### config.mk
export PLATFORM = sky130hd
export DESIGN_NAME = register_32_to_32
export DESIGN_NICKNAME = d
export VERILOG_FILES = /design/src/rtl/register_32_to_32.sv
export SDC_FILE = /design/constraint.sdc
export NUM_CORES = 1
export LEC_CHECK = 0
export BUFFER_PORTS_ARGS = -buffer_cell sky130_fd_sc_hd__buf_2
export CELL_PAD_IN_SITES_DETAIL_PLACEMENT = 0
export CELL_PAD_IN_SITES_GLOBAL_PLACEMENT = 1
export CORE_ASPECT_RATIO = 2
export CORE_MARGIN = 2
export CORE_UTILIZATION = 34
export DETAILED_ROUTE_END_ITERATION = 12
export GPL_ROUTABILITY_DRIVEN = 0
export PLACE_DENSITY = 0.74
export SLEW_MARGIN = 0
export SYNTH_ARGS = -nofsm -noshare
export SYNTH_HDL_FRONTEND = slang
export SYNTH_HIERARCHICAL = 1
export SYNTH_SLANG_ARGS = --single-unit
### constraint.sdc
create_clock -name CLK -period 0.9 [get_ports CLK]
set_input_delay 0.135 -clock CLK [delete_from_list [all_inputs] [get_ports CLK]]
set_output_delay 0.135 -clock CLK [all_outputs]
set_load 0.05 [all_outputs]
### src/rtl/register_32_to_32.sv
// register_32_to_32: load-enabled register built one bit at a time.
// Each bit is a 2:1 feedback mux (hold vs. new data) in front of a D flip-flop
// with a synchronous active-low reset. There is no clock gating; "hold" means
// the flop recaptures its own output.
//
// Optional build macro: REG_BYTE_WRITE_EN
//   When defined, a BYTE_SEL input (one bit per 8-bit lane, last lane may be
//   partial) qualifies ENABLE so that only selected lanes load. Reset still
//   clears every lane. When undefined, all bits load together under ENABLE.

// Single-bit 2:1 multiplexer: sel=1 passes b, sel=0 passes a.
module mux2to1 (
    input  logic a,
    input  logic b,
    input  logic sel,
    output logic y
);

    assign y = sel ? b : a;

endmodule

// Single-bit D flip-flop, rising edge, synchronous active-low reset.
module D_FF #(
    parameter logic RESET_BIT = 1'b0
) (
    input  logic clk,
    input  logic reset_n,
    input  logic d,
    output logic q
);

    // Reset wins over data; reset is only seen at a clock edge.
    always_ff @(posedge clk) begin
        if (!reset_n) begin
            q <= RESET_BIT;
        end else begin
            q <= d;
        end
    end

endmodule

// Top level: WIDTH independent mux + flop slices.
module register_32_to_32 #(
    parameter int               WIDTH       = 32,
    parameter logic [WIDTH-1:0] RESET_VALUE = '0
) (
    input  logic                       CLK,
    input  logic                       RESET_N,
    input  logic [WIDTH-1:0]           IN,
    input  logic                       ENABLE,
`ifdef REG_BYTE_WRITE_EN
    input  logic [((WIDTH+7)/8)-1:0]   BYTE_SEL,
`endif
    output logic [WIDTH-1:0]           OUT
);

    // Per-bit load select and mux result feeding each flop.
    logic [WIDTH-1:0] load_sel;
    logic [WIDTH-1:0] next_bit;

    for (genvar i = 0; i < WIDTH; i++) begin : g_bit

`ifdef REG_BYTE_WRITE_EN
        // Bit i belongs to byte lane i/8; the lane must be selected to load.
        assign load_sel[i] = ENABLE & BYTE_SEL[i/8];
`else
        // Whole word loads together.
        assign load_sel[i] = ENABLE;
`endif

        // Feedback mux: keep current value unless this bit is being loaded.
        mux2to1 u_mux (
            .a   (OUT[i]),
            .b   (IN[i]),
            .sel (load_sel[i]),
            .y   (next_bit[i])
        );

        // Storage flop; reset value comes from the matching RESET_VALUE bit.
        D_FF #(
            .RESET_BIT (RESET_VALUE[i])
        ) u_ff (
            .clk     (CLK),
            .reset_n (RESET_N),
            .d       (next_bit[i]),
            .q       (OUT[i])
        );
    end

endmodule

-- After elaboration in Yosys (flattened, before gate mapping)
Index checks and enable logic that the tools add are counted.
- word-level logic and storage cells: 32
- output and inout port bits: 32
- register bits after elaboration: 32
- input bits: 35

-- Logic depth before layout (Yosys ltp)
Gate-level depths: netlist of run 1.
- word-level depth: 0
- mapped depth: 2
- mapped depth without buffers: 2

-- Modules after synthesis
Netlist of run 1, hierarchy kept.
- by module, submodules not included (module ; area an instance (um^2) ; seq. area each (um^2) ; cells each ; times used):
    D_FF ; 26.3 ; 20.0 ; 2 ; 32
    mux2to1 ; 15.0 ; 0.0 ; 1 ; 32

-- Worst setup path before layout of run 1
OpenSTA, ideal clock, no wires.
- path kind: register to register
- start point: register, netlist name g_bit[0].u_ff/q
- end point: register g_bit[0].u_ff.q
- setup time: 0.115 ns
- path buffers: 0
- data arrival time: 0.902 ns
- path slack: -0.117 ns
- clock period less this slack: 1.017 ns
- required time: 0.785 ns
- stages on the path, launching flop included: 3
- path through: dfxtp_1 -> mux2_4 -> and2_1
- RTL lines (element ; RTL line ; RTL):
    to (signal assigned) ; 36 ; q <= RESET_BIT;
    to (signal assigned) ; 38 ; q <= d;
    to (decl) ; 30 ; output logic q

-- Final worst setup path of run 1
- start point: register g_bit[22].u_ff.q
- end point: output port OUT[22]
- RTL lines (element ; RTL line ; RTL):
    from (decl) ; 30 ;
    from (signal assigned) ; 36 ;
    from (signal assigned) ; 38 ;
    to (decl) ; 56 ; output logic [WIDTH-1:0] OUT
No word-level cell between the ends.

==> summary.txt, run 1 <==
Route
  • Antenna-violating nets left: 0
  • Routed metal-1 wirelength: 1.07 mm
  • Avg Vias per Cell: 4.40
  • 1st-iter DRT viols: 18
  • Detail Route met3 WL: 186 µm
  • Routed vias: 976
  • DRC: 0
  • Final wirelength: 3.04 mm
  • Pre-antenna DRT Iters: 4
  • Drt wl/cell: 13.7 µm
  • Max layer used: met4
  • WL met2: 1.72 mm

Yosys
  • Cells after Synth: 96
  • Mux share of post-synthesis cell area: 0.364
  • Unique masters post-synth: 3
  • Compound-Gate Fraction of Synth Area: 0
  • Largest family of logic cells by synthesized area: multiplexers
  • Mapped Area: 0.00132 mm²
  • Post-Syn Area per Cell: 13.8 µm²
  • Synth Area in Simple Gates: 0.152
  • Top cells by area, synth: dfxtp_1, mux2_4, and2_1
  • Share of the synthesized area in the top cell type: 0.485
  • Synth warn: 6
  • Top cells by count, synth: and2_1, dfxtp_1, mux2_4
  • Post-Syn Nets: 131
  • Top FF cell, synth: dfxtp_1
  • Yosys reg bits: 32
  • Post-synthesis sequential area ratio: 0.485
  • Synth Area in XOR/XNOR: 0
  • Adder-cell share of the synthesized area: 0
  • Yosys top cell by area: dfxtp_1
  • Ys async rst share: 0
  • EDFF count, synth: 0

STA
  • Clock skew: 0 ns
  • Pins Over Slew Limit: 0
  • # setup viols final: 28
  • Fin crit period: 0.910 ns
  • Crit share post-route: 1.01
  • Fin Hold WS: 0.179 ns
  • RSZ-0062 raised after global routing: true
  • Max-slew headroom: 0.735
  • Pin slew with the least headroom to its limit: 0.398 ns
  • Final hold vios: 0
  • PnR worst setup slack: -0.0100 ns
  • Max frequency: 1100 MHz
  • Final setup TNS: -0.105 ns

Setup path
  • Worst Path Required: 0.76 ns
  • Startpoint Class: flip-flop
  • CP Capture Type: output port
  • Worst r2r src: g_bit[16].u_ff/q$_SDFF_PN0_
  • Crit path cell chain: buf_8
  • Largest delay share family, worst path: flip-flops
  • Crit path arrival time: 0.78 ns
  • Peak per-stage delay on the critical path: 0.36 ns
  • Length in cells of the worst reg-to-reg path: 2
  • Crit Path Max Fanout: 2
  • Reg2reg setup slack: 0.04 ns
  • WP buf/inv: 1
  • Setup CP Type: flip-flop to output port
  • RR Endpoint: g_bit[16].u_ff/q$_SDFF_PN0_
  • Critical path's slowest cell: dfxtp_4

Clock network
  • Clk Latency, worst-skew pair: 0.28 ns
  • Clock slew at reported path FFs: 0.06 ns
  • Clock Sinks: 32
  • Clk buf depth: 2
  • CTS tree: built
  • CTS H-tree lvls: 2
  • Hold buffers post-CTS: 0
  • Root buffer cell: clkbuf_8
  • CTS Buf Count: 5

Power
  • Leakage: 1.05 nW
  • Worst vdd ir: 1.36 mV
  • P per Cell Area: 1540 mW/mm²

GRT
  • Largest net degree at the start of global routing: 33
  • Global route overflow: 0
  • Vias in the first global route: 1012
  • GRT Total Usage: 0.152
  • Global-route wire length before repair: 4.69 mm
  • Initial antenna violation count: 0

Placed design
  • Detailed Place HPWL: 2.06 mm
  • IO Port Bufs: 66

Cells and area
  • Area Growth Syn to Fin: 71.0%
  • Register area: 761 µm²
  • Fraction of layout cells with a size suffix above 1: 0.801
  • Number of flip-flops in the largest register: 32
  • Diodes inserted: 0
  • Largest regs: g_bit.u_ff/q x32
  • # fillers: 303
  • Reg with most FFs: g_bit.u_ff/q
  • NumNets Final: 206
  • Multi-input logic area: 681 µm²

Hold path
  • Hold Crit Start: IN[7]
  • Hold Crit Depth: 3
  • Tightest Hold Check Type: input port to flip-flop
  • Hold Path End: g_bit[7].u_ff/q$_SDFF_PN0_

Run status
  • Status: complete, but fails checks
  • Failing checks: negative setup slack

Floorplanning
  • Row count: 32
  • Die height: 92.2 µm
  • Die width: 48.1 µm
  • # IOs: 67
  • Full die area: 0.00443 mm²
  • Initial Util: 0.347
  • Area of the core: 0.00380 mm²

Job
  • Max Cap Violations: 0
## routing by layer
layer,vias to the layer above,global-route usage
met4,0,0.0743
met5,-,0
met3,5,0.0512
li1,472,-
met2,40,0.258
met1,459,0.153
## placed cells by master, fill, tap and decap left out, drive strengths merged
cell type and count:
dfxtp 32, and2 32, buf 68, clkbuf 5, mux2 32, clkinv 2
## cells by family after synthesis
family	count (synthesis)
DFF	32
muxes	32
and+or+nand+nor	32
## area by class of cell
cell class	count	area share
Clock inverter	2	0.00332
Timing Repair Buffer	68	0.300
Clock buffer	5	0.0305
Multi-Input combinational cell	64	0.301
Sequential cell	32	0.337
Tap cell	51	0.0282
## worst max path at each step
stage	to	slack, ns	from	cells past startpoint
2_1_floorplan	g_bit[0].u_ff/q$_SDFF_PN0_	0.01	g_bit[0].u_ff/q$_SDFF_PN0_	2
3_3_place_gp	g_bit[28].u_ff/q$_SDFF_PN0_	-0.13	ENABLE	4
3_5_place_dp	g_bit[21].u_ff/q$_SDFF_PN0_	-0.15	ENABLE	4
4_1_cts	OUT[8]	-0.03	g_bit[8].u_ff/q$_SDFF_PN0_	1
5_1_grt	OUT[22]	-0.04	g_bit[22].u_ff/q$_SDFF_PN0_	1
6_report	OUT[22]	-0.01	g_bit[22].u_ff/q$_SDFF_PN0_	1
## metrics by stage
step                std cells  utilization  setup WS, ns  power, mW  instance area (µm²)
finish                    222        0.594       -0.0100       3.47                 2260
global route              222        0.594       -0.0426       3.64                 2260
CTS                       222        0.594       -0.0254       3.53                 2260
detailed placement        215        0.490        -0.147       2.31                 1860
global placement          215        0.490        -0.126       2.30                 1860
floorplan                  96            -        0.0126       2.08                 1440
## report_power, final
group          total (mW)  internal, mW  switching (mW)  leakage (nW)
Sequential           1.55          1.47          0.0775         0.285
Combinational       0.940         0.492           0.448         0.730
Clock               0.986         0.509           0.478        0.0391
Total                3.47          2.47            1.00          1.05
## what timing repair did
action / in CTS / in global routing
resized for setup: 96 / 0
setup endpoints to repair: 32 / 32
pin swaps: 0 / 0
buffers inserted: 0 / 0
(Power assumes the default switching activity.)
==> inputs of run 2 (changes only) <==
--- a/config.mk
+++ b/config.mk
@@ -17,5 +17,4 @@
 export SLEW_MARGIN = 0
 export SYNTH_ARGS = -nofsm -noshare
 export SYNTH_HDL_FRONTEND = slang
-export SYNTH_HIERARCHICAL = 1
 export SYNTH_SLANG_ARGS = --single-unit
==> run 2 against run 1 <==
Effect of this change: the flow still finishes with violations (negative setup slack); global-route usage shrank 3.5 points; sequential cell count is the same; critical path depth is the same; synthesized cell count grew 41%; critical endpoint is now OUT[4].
==> summary.txt, run 2 <==
Run status
  • Status: complete, but fails checks
  • Failing checks: negative setup slack

Setup path
  • Setup CP Type: flip-flop to output port
  • Length in cells of the worst reg-to-reg path: 3 (+1)
  • Startpoint Class: flip-flop
  • Crit path cell chain: buf_8
  • Critical path depth: 1 (unchanged)
  • WP buf/inv: 1 (unchanged)
  • CP Capture Type: output port
  • Crit path arrival time: 0.78 ns (about the same)
  • Peak per-stage delay on the critical path: 0.35 ns (about the same)
  • Critical path's slowest cell: dfxtp_2
  • Largest delay share family, worst path: flip-flops
  • Crit Path Max Fanout: 2 (unchanged)
  • Worst Path Required: 0.76 ns (about the same)

Hold path
  • Tightest Hold Check Type: input port to flip-flop
  • Hold Crit Depth: 3 (unchanged)

Clock network
  • Root buffer cell: clkbuf_8
  • Clk buf depth: 2 (unchanged)
  • CTS tree: built
  • Hold buffers post-CTS: 0 (unchanged)
  • CTS Buf Count: 5 (unchanged)
  • Clock Sinks: 32 (unchanged)
  • Clock slew at reported path FFs: 0.07 ns (about the same)
  • Clk Latency, worst-skew pair: 0.27 ns (about the same)
  • CTS H-tree lvls: 2 (unchanged)

Cells and area
  • Diodes inserted: 0 (unchanged)
  • Area Growth Syn to Fin: 37.7%
  • NumNets Final: 209 (+1.5%)
  • Most frequent cells in the layout: buf_2, mux2i_1, nor2b_1, dfxtp_2, buf_8
  • Most common cell after layout, fill and taps aside: buf_2
  • Reg with most FFs: g_bit.u_ff.q
  • Fin cells: 229 (+3.2%)
  • Number of flip-flops in the largest register: 32 (unchanged)
  • Fraction of layout cells with a size suffix above 1: 0.629 (-0.173)
  • Utilization after layout: 0.480 (-0.114)
  • Largest regs: g_bit.u_ff.q x32

Route
  • Routed vias: 962 (-1.4%)
  • Pre-antenna DRT Iters: 2 (-2)
  • Drt wl/cell: 11.3 µm (-18%)
  • DRC: 0 (unchanged)
  • Antenna-violating nets left: 0 (unchanged)
  • Final wirelength: 2.58 mm (-15%)
  • Avg Vias per Cell: 4.20 (-4.4%)
  • 1st-iter DRT viols: 4 (-14)

Floorplanning
  • Full die area: 0.00494 mm² (+12%)
  • # IOs: 67 (unchanged)
  • Area of the core: 0.00425 mm² (+12%)
  • Die height: 97.4 µm (+5.7%)
  • Row count: 34 (+6.3%)
  • Initial Util: 0.349 (+0.00146)
  • Die width: 50.7 µm (+5.5%)

Yosys
  • Post-Syn Nets: 170 (+30%)
  • Yosys reg bits: 32 (unchanged)
  • Ys async rst share: 0 (unchanged)
  • Post-synthesis sequential area ratio: 0.432 (-0.0531)
  • Cells after Synth: 135 (+41%)
  • Top FF cell, synth: dfxtp_1
  • Mapped Area: 0.00148 mm² (+12%)
  • Unique masters post-synth: 7 (+4)
  • Yosys top cell by area: dfxtp_1
  • Top cells by count, synth: buf_4, dfxtp_1, mux2i_1, nor2b_1
  • Post-Syn Area per Cell: 11.0 µm² (-20%)
  • EDFF count, synth: 0 (unchanged)
  • Synth warn: 0 (-6)
  • Top cells by area, synth: dfxtp_1, mux2i_1, buf_4, nor2b_1, buf_12
  • Share of the synthesized area in the top cell type: 0.432 (-0.0531)

STA
  • Max frequency: 1090 MHz (-0.36%)
  • Fin crit period: 0.913 ns (+0.00326 ns)
  • PnR worst setup slack: -0.0133 ns (-0.00326 ns)
  • Final hold vios: 0 (unchanged)
  • Crit share post-route: 1.01 (+0.00362)
  • Max-slew headroom: 0.709 (-0.0252)
  • Pin slew with the least headroom to its limit: 0.436 ns (+0.0379 ns)
  • # setup viols final: 12 (-57%)
  • Pins Over Slew Limit: 0 (unchanged)
  • Clock skew: 0 ns (unchanged)
  • Final setup TNS: -0.0532 ns (+0.0516 ns)
  • RSZ-0062 raised after global routing: true

Job
  • Max Cap Violations: 0 (unchanged)

GRT
  • Initial antenna violation count: 0 (unchanged)
  • Global-route wire length before repair: 4.40 mm (-6.2%)
  • Vias in the first global route: 1012 (unchanged)
  • Global route overflow: 0 (unchanged)
  • GRT Total Usage: 0.117 (-0.0351)
  • Largest net degree at the start of global routing: 33 (unchanged)

Placed design
  • IO Port Bufs: 66 (unchanged)
  • Placed cells: 219 (+1.9%)
  • Detailed Place HPWL: 1.73 mm (-16%)

Power
  • P per Cell Area: 1730 mW/mm² (+13%)
  • Worst vdd ir: 1.35 mV (-0.97%)
  • Leakage: 0.955 nW (-9.4%)
run 2: cell count changes in the layout (fill, tap and decap cells not counted), sizes merged, moves of 2 or more:
cell / delta
clkbuf: +2
mux2i: +32
buf: +3
and2: -32
mux2: -32
clkinv: -2
nor2b: +32
run 2: cell type report:
cell class                      instances  area (µm²)
Clock buffer                            7        86.3
Clock inverter                          1        7.51
Fill cell                             417        2210
Multi-Input combinational cell         64         520
Sequential cell                        32         681
Tap cell                               54        67.6
Timing Repair Buffer                   71         681
run 2: cells by family after synthesis:
logic type / synth area share
mux: 0.216
buf+inv: 0.218
flops: 0.432
simple gates: 0.135
run 2: metrics by stage:
step	hold slack (ns)	instance area [µm²]	setup WS (ns)	total power, mW
final	0.116	2040	-0.0133	3.54
after global routing	0.115	2040	-0.0604	3.73
after CTS	0.100	1990	-0.0305	3.58
after detailed placement	0.400	1620	0.00453	2.26
after global placement	0.390	1620	0.0642	2.25
after floorplan	0.263	1480	0.177	2.20
run 2: report_power, final:
part           switching, mW  total (mW)  internal, mW  leakage [nW]
Combinational          0.445       0.828         0.382         0.635
Clock                  0.502        1.12         0.620        0.0445
Sequential            0.0687        1.59          1.52         0.275
run 2: what timing repair did:
action                                  CTS  global route
resized for setup                       101            15
endpoints found under the hold margin     0             0
setup buffers                             2             0
endpoints found under the setup margin   32            32
run 2: path summary, 6_finish.rpt:
kind	start	to	slack [ns]
worst max-delay path	g_bit[4].u_ff.q$_SDFFE_PN0P_	OUT[4]	-0.01
worst max register to register	g_bit[8].u_ff.q$_SDFFE_PN0P_	g_bit[8].u_ff.q$_SDFFE_PN0P_	0.17
worst min register to register	g_bit[25].u_ff.q$_SDFFE_PN0P_	g_bit[25].u_ff.q$_SDFFE_PN0P_	0.52
worst min-delay path	IN[31]	g_bit[31].u_ff.q$_SDFFE_PN0P_	0.12
run 2: layer usage:
metal | vias to the layer above | part of all wire | global-route usage
met5 | - | 0 | 0
met4 | 0 | 0.022 | 0.0624
met3 | 5 | 0.079 | 0.0415
met2 | 53 | 0.49 | 0.184
met1 | 426 | 0.40 | 0.136
li1 | 478 | - | -
==> inputs of run 3 (changes only) <==
--- a/config.mk
+++ b/config.mk
@@ -14,6 +14,7 @@
 export DETAILED_ROUTE_END_ITERATION = 12
 export GPL_ROUTABILITY_DRIVEN = 0
 export PLACE_DENSITY = 0.74
+export SKIP_LAST_GASP = 1
 export SLEW_MARGIN = 0
 export SYNTH_ARGS = -nofsm -noshare
 export SYNTH_HDL_FRONTEND = slang
==> constraint.sdc (replaced) <==
create_clock -name CLK -period 1 [get_ports CLK]
set_input_delay 0.15 -clock CLK [delete_from_list [all_inputs] [get_ports CLK]]
set_output_delay 0.15 -clock CLK [all_outputs]
set_load 0.05 [all_outputs]
==> run 3 against run 2 <==
Effect of this change: the run now ends clean; sequential share of layout area rose by 2.4 points; count of clock-buffer cells in the layout rose by 1; wire length fell by 10%; global-route usage fell by 1.9 points; clock skew did not move; critical path depth did not move; first-iteration DRC count rose by 50%; die area did not move; total power fell by 14%; hold slack improved by 0.019 ns; combinational power fell by 21%; non-clock buffer count fell by 4; largest cell class unchanged; highest routed layer unchanged.
==> summary.txt, run 3 (synthesis gave the netlist of run 2 again) <==
STA
  • PnR worst setup slack: 0.0413 ns (+0.0546 ns)
  • Fin crit period: 0.959 ns
  • Crit share post-route: 0.959
  • Clock skew: 0 ns (unchanged)
  • Fin Hold WS: 0.135 ns (+0.0186 ns)
  • Max-slew headroom: 0.720 (+0.0107)
  • Pins Over Slew Limit: 0 (unchanged)
  • Max frequency: 1040 MHz
  • RSZ-0062 raised after global routing: true
  • Pin slew with the least headroom to its limit: 0.420 ns (-0.0160 ns)
  • # setup viols final: 0 (-12)
  • Final hold vios: 0 (unchanged)
  • Final setup TNS: 0 ns (+0.0532 ns)

Route
  • Routed vias: 902 (-6.2%)
  • Avg Vias per Cell: 4.01 (-4.6%)
  • Pre-antenna DRT Iters: 3 (+1)
  • Antenna-violating nets left: 0 (unchanged)
  • Final wirelength: 2.32 mm (-10%)
  • DRC: 0 (unchanged)
  • Drt wl/cell: 10.3 µm (-8.4%)
  • 1st-iter DRT viols: 6 (+2)

Floorplanning
  • Full die area: 0.00494 mm² (unchanged)
  • Die height: 97.4 µm (unchanged)
  • Row count: 34 (unchanged)
  • Die width: 50.7 µm (unchanged)
  • Area of the core: 0.00425 mm² (unchanged)
  • Initial Util: 0.349 (unchanged)
  • # IOs: 67 (unchanged)

Cells and area
  • Fin cells: 225 (-1.7%)
  • Area Growth Syn to Fin: 21.0%
  • Most frequent cells in the layout: buf_2, mux2i_1, nor2b_1
  • Utilization after layout: 0.422 (-0.0582)
  • Fraction of layout cells with a size suffix above 1: 0.433 (-0.196)
  • # fillers: 435 (+4.3%)
  • Diodes inserted: 0 (unchanged)
  • Reg with most FFs: g_bit.u_ff.q
  • Design area: 0.00180 mm² (-12%)
  • Largest regs: g_bit.u_ff.q x32
  • NumNets Final: 205 (-1.9%)
  • Number of flip-flops in the largest register: 32 (unchanged)
  • Most common cell after layout, fill and taps aside: buf_2

Clock network
  • Clk buf depth: 2 (unchanged)
  • CTS tree: built
  • CTS Buf Count: 5 (unchanged)
  • Hold buffers post-CTS: 0 (unchanged)
  • CTS H-tree lvls: 2 (unchanged)
  • Clock Sinks: 32 (unchanged)
  • Clock slew at reported path FFs: 0.06 ns (about the same)
  • Clk Latency, worst-skew pair: 0.27 ns (about the same)
  • Root buffer cell: clkbuf_8

Setup path
  • Peak per-stage delay on the critical path: 0.34 ns (about the same)
  • WP buf/inv: 1 (unchanged)
  • Crit Path Max Fanout: 2 (unchanged)
  • Setup CP Type: flip-flop to output port
  • Startpoint Class: flip-flop
  • Worst Path Required: 0.85 ns (+0.09 ns)
  • Crit path cell chain: buf_4
  • Crit path arrival time: 0.81 ns (+0.03 ns)
  • Critical path's slowest cell: dfxtp_1
  • CP Capture Type: output port
  • Largest delay share family, worst path: flip-flops

GRT
  • Initial antenna violation count: 0 (unchanged)
  • Largest net degree at the start of global routing: 33 (unchanged)
  • Global route overflow: 0 (unchanged)
  • Vias in the first global route: 861 (-15%)
  • Global-route wire length before repair: 3.68 mm (-16%)
  • GRT Total Usage: 0.0985 (-0.0186)

Hold path
  • Tightest Hold Check Type: input port to flip-flop

Job
  • Max Cap Violations: 0 (unchanged)

Placed design
  • Detailed Place HPWL: 1.55 mm (-10%)
  • IO Port Bufs: 66 (unchanged)
  • Post-DP Area: 0.00158 mm² (-2.5%)
  • DP Worst Slack: 0.0993 ns (+0.0948 ns)
  • Placed cells: 217 (-0.91%)

Power
  • Seq pwr share: 0.460 (+0.011)
  • Internal: 2.17 mW (-14%)
  • Clock share of power: 0.326 (+0.009)
  • P per Cell Area: 1690 mW/mm² (-2.4%)
  • Leakage: 0.876 nW (-8.3%)
  • Switching Fraction: 0.284 (-0.00259)
  • Worst vdd ir: 0.982 mV (-27%)
  • Switching pwr: 0.863 mW (-15%)
  • Overall Power: 3.03 mW (-14%)
  • Combinational share of power: 0.214 (-0.020)

Run status
  • Status: finished, final reports clean
[run 3: worst paths after layout]
| check | end | depth (start not counted) | slack (ns) | start |
|---|---|---|---|---|
| max | OUT[2] | 1 | 0.04 | g_bit[2].u_ff.q$_SDFFE_PN0P_ |
| min | g_bit[2].u_ff.q$_SDFFE_PN0P_ | 3 | 0.13 | IN[2] |
| max reg2reg | g_bit[10].u_ff.q$_SDFFE_PN0P_ | 2 | 0.38 | g_bit[10].u_ff.q$_SDFFE_PN0P_ |
| min reg2reg | g_bit[16].u_ff.q$_SDFFE_PN0P_ | 2 | 0.51 | g_bit[16].u_ff.q$_SDFFE_PN0P_ |
[run 3: cell type report]
cell class	count	area, µm²	area share
clock buffer	8	90.1	0.0502
multi-input combinational	64	520	0.290
tap	54	67.6	0.0376
timing repair buffer	67	475	0.265
sequential	32	642	0.357
[run 3: power by group through the flow]
stage | Combinational, mW | Clock, mW | Sequential (mW)
global route | 0.689 | 1.11 | 1.41
finish | 0.651 | 0.988 | 1.40
floorplan | 0.570 | 0 | 1.41
CTS | 0.640 | 1.07 | 1.39
detailed placement | 0.596 | 0 | 1.41
global placement | 0.591 | 0 | 1.41
[run 3: routing by layer]
metal,global-route usage,part of all wire,up-vias
li1,-,-,469
met1,0.122,0.42,383
met2,0.145,0.47,48
met3,0.0354,0.097,2
met4,0.0561,0.0090,0
met5,0,0,-
[run 3: repair_timing]
action | in CTS | in global routing
hold endpoints to repair | 0 | 0
resized for setup | 32 | 13
endpoints found under the setup margin | 32 | 12
buffers inserted | 0 | 0
